$ cat src/rtl/c2h_stream_arbiter.sv
// Packet-granular round-robin arbiter that shares one AXI-Stream C2H channel among NUM_CH requesters.
// Optional per-channel packet counters are enabled with `define C2H_ARB_PKT_CNT_EN.
module c2h_stream_arbiter #(
    parameter int unsigned NUM_CH = 4,
    parameter int unsigned DATA_W = 64
) (
    input  logic                         sys_clk,
    input  logic                         sys_rst,
    input  logic [NUM_CH-1:0]            ch_en,
    input  logic [NUM_CH*DATA_W-1:0]     s_tdata,
    input  logic [NUM_CH*(DATA_W/8)-1:0] s_tkeep,
    input  logic [NUM_CH-1:0]            s_tlast,
    input  logic [NUM_CH-1:0]            s_tvalid,
    output logic [NUM_CH-1:0]            s_tready,
    output logic [DATA_W-1:0]            m_tdata,
    output logic [DATA_W/8-1:0]          m_tkeep,
    output logic                         m_tlast,
    output logic                         m_tvalid,
    input  logic                         m_tready,
    output logic [NUM_CH-1:0]            grant,
    output logic                         busy
`ifdef C2H_ARB_PKT_CNT_EN
    ,
    output logic [NUM_CH*32-1:0]         pkt_cnt,
    input  logic                         pkt_cnt_clr
`endif
);

    localparam int unsigned KEEP_W = DATA_W / 8;
    localparam int unsigned PTR_W  = $clog2(NUM_CH);

    typedef enum logic {
        ST_IDLE,
        ST_LOCK
    } state_t;

    state_t              r_state;
    logic [PTR_W-1:0]    r_rr_ptr;
    logic [PTR_W-1:0]    r_owner;

    logic                w_load;
    logic                w_accept;
    logic                w_sel_valid;
    logic                w_sel_last;
    logic [DATA_W-1:0]   w_sel_data;
    logic [KEEP_W-1:0]   w_sel_keep;
    logic [NUM_CH-1:0]   w_cand;
    logic                w_pick_valid;
    logic [PTR_W-1:0]    w_pick_idx;
    logic [PTR_W-1:0]    w_scan_idx;
    logic [PTR_W-1:0]    w_next_ptr;

    // Output register may take a new beat when empty or being drained this cycle.
    assign w_load      = !m_tvalid || m_tready;
    assign s_tready    = grant & {NUM_CH{w_load}};

    assign w_sel_valid = s_tvalid[r_owner];
    assign w_sel_last  = s_tlast[r_owner];
    assign w_sel_data  = s_tdata[32'(r_owner)*DATA_W +: DATA_W];
    assign w_sel_keep  = s_tkeep[32'(r_owner)*KEEP_W +: KEEP_W];
    assign w_accept    = (r_state == ST_LOCK) && w_sel_valid && w_load;

    assign w_cand      = s_tvalid & ch_en;
    assign w_next_ptr  = PTR_W'((32'(r_owner) + 32'd1) % NUM_CH);

    // First candidate at or after rr_ptr; scanning downwards lets the nearest one win.
    always_comb begin
        w_pick_valid = 1'b0;
        w_pick_idx   = '0;
        w_scan_idx   = '0;
        for (int k = NUM_CH - 1; k >= 0; k--) begin
            w_scan_idx = PTR_W'((32'(r_rr_ptr) + 32'(k)) % NUM_CH);
            if (w_cand[w_scan_idx]) begin
                w_pick_valid = 1'b1;
                w_pick_idx   = w_scan_idx;
            end
        end
    end

    always_ff @(posedge sys_clk) begin
        if (sys_rst) begin
            r_state  <= ST_IDLE;
            r_rr_ptr <= '0;
            r_owner  <= '0;
            grant    <= '0;
            busy     <= 1'b0;
            m_tvalid <= 1'b0;
            m_tdata  <= '0;
            m_tkeep  <= '0;
            m_tlast  <= 1'b0;
        end else begin
            if (w_accept) begin
                m_tdata  <= w_sel_data;
                m_tkeep  <= w_sel_keep;
                m_tlast  <= w_sel_last;
                m_tvalid <= 1'b1;
            end else if (w_load) begin
                m_tvalid <= 1'b0;
            end

            case (r_state)
                ST_IDLE: begin
                    if (w_pick_valid) begin
                        grant   <= NUM_CH'(1) << w_pick_idx;
                        r_owner <= w_pick_idx;
                        busy    <= 1'b1;
                        r_state <= ST_LOCK;
                    end
                end
                ST_LOCK: begin
                    if (w_accept && w_sel_last) begin
                        grant    <= '0;
                        busy     <= 1'b0;
                        r_rr_ptr <= w_next_ptr;
                        r_state  <= ST_IDLE;
                    end
                end
                default: r_state <= ST_IDLE;
            endcase
        end
    end

`ifdef C2H_ARB_PKT_CNT_EN
    logic [31:0] r_pkt_cnt [NUM_CH];

    // Clear takes priority over a coincident tlast increment.
    always_ff @(posedge sys_clk) begin
        if (sys_rst || pkt_cnt_clr) begin
            for (int i = 0; i < NUM_CH; i++) begin
                r_pkt_cnt[i] <= '0;
            end
        end else if (w_accept && w_sel_last) begin
            r_pkt_cnt[r_owner] <= r_pkt_cnt[r_owner] + 32'd1;
        end
    end

    always_comb begin
        pkt_cnt = '0;
        for (int i = 0; i < NUM_CH; i++) begin
            pkt_cnt[i*32 +: 32] = r_pkt_cnt[i];
        end
    end
`endif

endmodule
$ cat config.mk
export PLATFORM = sky130hd
export DESIGN_NAME = c2h_stream_arbiter
export DESIGN_NICKNAME = d
export VERILOG_FILES = /design/src/rtl/c2h_stream_arbiter.sv
export SDC_FILE = /design/constraint.sdc
export NUM_CORES = 1
export LEC_CHECK = 0
export CAP_MARGIN = 20
export CORE_AREA = 2 2 150 152
export CTS_BUF_LIST = sky130_fd_sc_hd__clkbuf_4 sky130_fd_sc_hd__clkbuf_8
export CTS_CLUSTER_DIAMETER = 100
export DETAILED_ROUTE_END_ITERATION = 10
export DIE_AREA = 0 0 152 154
export HOLD_SLACK_MARGIN = 0.05
export PLACE_DENSITY = 0.63
export SETUP_SLACK_MARGIN = 0.1
export SKIP_CTS_REPAIR_TIMING = 1
export SLEW_MARGIN = 15
export SYNTH_ARGS = -nofsm -noshare
export SYNTH_HDL_FRONTEND = slang
export SYNTH_SLANG_ARGS = --single-unit
$ cat constraint.sdc
create_clock -name sys_clk -period 2.4 [get_ports sys_clk]
set_input_delay 0.24 -clock sys_clk [delete_from_list [all_inputs] [get_ports sys_clk]]
set_output_delay 0.24 -clock sys_clk [all_outputs]
set_load 0.02 [all_outputs]
# After elaboration in Yosys (flattened, before gate mapping)
# Index checks and enable logic that the tools add are counted.
[totals]
reg_bits = 84
in_bits = 303
output_inout_bits = 83
elab_cells = 66
[op_classes]
n_addsub = 4
n_lt_le_gt_ge = 5
eq_ne = 2
n_shift = 3
muxes = 31
bitwise = 3
reduce_logical = 9
[ops]
columns = ["op", "count"]
rows = [
  ["$shiftx A256 B9 Y64", 1],
  ["$shiftx A32 B6 Y8", 1],
  ["$mux W1", 16],
  ["$lt A2 B3 Y1 const B", 5],
  ["$bmux W1 S2", 6],
  ["$and A4 B4 Y4", 2],
  ["$mux W2", 4],
  ["$mux W4", 2],
  ["$pmux W4 S2", 1],
  ["$reduce_and A2 Y1", 3],
  ["$add A2 B1 Y2 const B", 2],
  ["$add A2 B2 Y2 const B", 2],
  ["$pmux W1 S2", 2],
  ["$shl A1 B2 Y4 const A", 1],
  ["$logic_and A1 B1 Y1", 3],
  ["$ne A2 B1 Y1 const B", 1],
  ["$ne A2 B2 Y1 const B", 1],
  ["$reduce_bool A2 Y1", 1],
  ["$logic_not A1 Y1", 1],
  ["$logic_or A1 B1 Y1", 1],
  ["$not A1 Y1", 1],
]

# Depth between registers and ports, before layout
[depth]
depth_word = 10
depth_mapped = 7
ltp_nobuf = 4

# Least setup slack after synthesis
# OpenSTA, ideal clock, no wires.
[synth_path]
path_kind = "reg-to-reg"
from = "reg r_owner[1]"
to = "reg m_tdata[10]"
setup_time_ps = 132
arrival_ps = 1519
t_required_ps = 2268
slack_ps = 749
stages_incl_launch_ff = 7
n_path_buf = 2
synth_period_minus_slack_ps = 1651
path_cell_list = "dfxtp_1 > mux4_2 > and3_1 > buf_4 > buf_2 > nand2_1 > a21oi_1"
[synth_via]
elab_chain_cells = 4
word_cells_on_any_way = 5
classes_between = "shift (1); mux (2); reduce/logical (2)"
[synth_rtl]
columns = ["item", "line", "text"]
rows = [
  ["start, declared", "39", "logic [PTR_W-1:0] r_owner;"],
  ["start signal, assigned", "105", "r_owner <= w_pick_idx;"],
  ["branches (longest 4 deep; another with $shiftx A256 B9 Y64)", "--", ""],
  ["end signal, assigned", "93", "m_tdata <= w_sel_data;"],
  ["end, declared", "15", "output logic [DATA_W-1:0] m_tdata,"],
]
# Several ways; the timed one is not identified. The select of a mux whose other input is x is not followed.
# A chain may end at the register's enable or synchronous reset.

# Final worst setup path
[layout_path]
from = "in m_tready"
to = "out s_tready[3]"
[layout_via]
elab_chain_cells = 2
[layout_rtl]
columns = ["item", "line", "text"]
rows = [
  ["start, declared", "19", "input logic m_tready,"],
  ["$logic_or A1 B1 Y1", "54", "assign w_load = !m_tvalid || m_tready;"],
  ["$and A4 B4 Y4", "55", "assign s_tready = grant & {NUM_CH{w_load}};"],
  ["end, declared", "14", "output logic [NUM_CH-1:0] s_tready,"],
]
# No other way between the ends.

==> results by group <==
Floorplan
  • Full die area: 0.0234 mm^2
  • Die height: 154 um
  • Initial Util: 0.223
  • Die W: 152 um
  • # IOs: 386
  • Row cnt: 54
  • Core area: 0.0217 mm^2

Synth
  • Synth area leaders: dfxtp_1, mux4_2, nand2_1
  • Number of flops mapped to enable cells by yosys: 0
  • Syn_nets: 779
  • Primary FF master, synth: dfxtp_1
  • Syn Area/Cell: 10.2 um^2
  • Synth Register Bits: 84
  • Cell variety after synth: 35
  • Mapped Area: 0.00483 mm^2
  • Post-Syn Instances: 476
  • Seq/Total Area, Yosys: 0.348
  • Ys async rst share: 0
  • Synth top area share: 0.348
  • Dominant cell type by area after synthesis: dfxtp_1
  • Warnings from Yosys: 0

Layout
  • Final Core Density: 0.424
  • Area delta synth->final: 90.3%
  • Commonest non-fill, non-tap cells in the layout: clkdlybuf4s50_1, nand2_1, dfxtp_1, a21oi_1, mux4_2
  • Fill count: 2,106
  • Layout Cells excl Fill: 1,125
  • Final nets: 1,142
  • Most common cell after layout, fill and taps aside: clkdlybuf4s50_1
  • Fin area: 0.00920 mm^2
  • Layout cells sized above 1: 0.129

Timing
  • Hold slack: 392 ps
  • Unrepaired setup endpoints after global routing: false
  • Pins Over Slew Limit: 0
  • Final hold vios: 0
  • Clock Skew: 17.3 ps
  • Tcrit/Tclk final: 0.865
  • Worst rel slew slack: 0.518
  • Tmin final: 2080 ps
  • Worst-Margin Slew: 724 ps
  • Slack of the critical path: 323 ps
  • Setup TNS: 0 ps
  • Max Fclk: 481 MHz
  • Setup violations, final: 0

GRT
  • Total GRT Usage: 0.160
  • First-pass GRT wire length: 29.3 mm
  • Grt ovf: 0
  • Largest net degree at the start of global routing: 68
  • Initial antenna violation count: 2
  • Number of global-route vias before repair: 5,319

Routing
  • DR DRC count: 0
  • Drt pass-1 iters: 4
  • DRT iter0 DRCs: 225
  • DR WL/cell: 17.2 um
  • ANT nets after route: 0
  • Via count: 5,149
  • Vias per std cell: 4.58
  • Final wirelength: 19.3 mm

Status
  • Status: complete, no violations

Place
  • Port Buf Inserts: 385
  • Gpl congestion: 0.807
  • Placed instance count: 1,108
  • Placed cell area: 0.00895 mm^2
  • Pre-CTS setup slack: 226 ps
  • Final HPWL DP: 15.5 mm

Critical path
  • Most Frequent Cell on Critical Path: clkdlybuf4s50_1
  • Critical path class: in -> out
  • Delay of the slowest critical-path stage: 610 ps
  • Req. time, crit path: 2160 ps
  • CP cell instances: clkdlybuf4s50_1 > nand2b_1 > and2_1 > clkdlybuf4s50_1
  • FF-to-FF End: r_rr_ptr[0]$_SDFFE_PP0P_
  • Worst reg-to-reg setup slack: 480 ps
  • CP startpoint: m_tready
  • Worst-path maximum fanout: 8
  • Worst R2R Start: r_owner[1]$_SDFFE_PP0P_
  • Critical path data arrival time: 1840 ps
  • CP max stage cell: clkdlybuf4s50_1
  • Crit end category: primary output
  • Worst Reg-to-Reg Cells: 5
  • Crit path launch type: input pin
  • Crit path capture: s_tready[3]

CTS
  • CTS tree: built
  • Clock root buffer: clkbuf_8
  • H-tree depth: 3
  • Clock sinks: 84
  • CTS buffer count: 9
  • Clk slew on worst S/H paths: 90 ps
  • Clk Latency, worst-skew pair: 370 ps
  • Clock buffer depth: 2

Pwr
  • Tot Pwr: 4.30 mW
  • Maximum VDD drop: 267 uV
  • Leakage: 3.07 nW
  • P per Cell Area: 468 mW/mm^2

Run
  • Max_cap viols: 0

Min path
  • Worst hold path class: in -> reg
==> registers in the layout, summed over array words and instances (netlist names) <==
name      flops
m_tdata      64
busy          1
r_owner       2
r_rr_ptr      2
m_tvalid      1
m_tkeep       8
r_state       1
grant         4
m_tlast       1
==> final cells by class <==
class	instances	area, um^2	share of cell area
timing repair buffer	395	3950	0.430
clock buffer	12	146	0.0159
multi-input combinational	349	2960	0.322
clock inverter	4	97.6	0.0106
sequential	84	1690	0.184
antenna	1	2.50	0.000272
tap	280	350	0.0381
==> metal layers <==
layer / vias to the layer above / track usage / wire length, um
met5: - / 0 / 13
met4: 2 / 0.0454 / 353
met3: 21 / 0.0626 / 1810
met2: 263 / 0.285 / 9920
met1: 2394 / 0.176 / 7240
li1: 2469 / - / -
==> critical path: cells and delay by family <==
family	cells	cell delay, ps
and+or+nand+nor	2	510
buffers and inverters	2	1080
==> worst min path at each step <==
stage	slack, ps	depth (start not counted)	start	to
CTS	390	2	sys_rst	r_state$_SDFF_PP0_
finish	390	2	sys_rst	r_state$_SDFF_PP0_
global placement	440	2	m_tdata[13]$_SDFFE_PP0N_	m_tdata[13]$_SDFFE_PP0N_
global route	410	2	sys_rst	r_state$_SDFF_PP0_
floorplan	450	2	r_rr_ptr[0]$_SDFFE_PP0P_	r_rr_ptr[0]$_SDFFE_PP0P_
detailed placement	450	2	m_tdata[53]$_SDFFE_PP0N_	m_tdata[53]$_SDFFE_PP0N_
==> synthesized netlist by cell type (5+ instances only) <==
| master | instances |
|---|---|
| dfxtp_1 | 84 |
| and2_1 | 7 |
| mux4_2 | 74 |
| clkbuf_1 | 16 |
| buf_2 | 23 |
| nor2_1 | 5 |
| a21oi_1 | 79 |
| nand2_1 | 152 |
==> where the power goes <==
group	total (mW)	internal (mW)	switching [mW]	leakage, nW
sequential	1.55	1.49	0.0595	0.685
clock	1.27	0.728	0.539	0.121
combinational	1.48	0.912	0.572	2.26
total	4.30	3.13	1.17	3.07
==> kinds of logic after synthesis <==
kind of cell           share of synthesized area
flip-flops                                 0.348
AO/OA/AOI/OAI                              0.106
multiplexers                               0.347
XOR/XNOR                                 0.00181
buffers and inverters                     0.0417
AND/OR/NAND/NOR                            0.156
(Power assumes the default switching activity.)
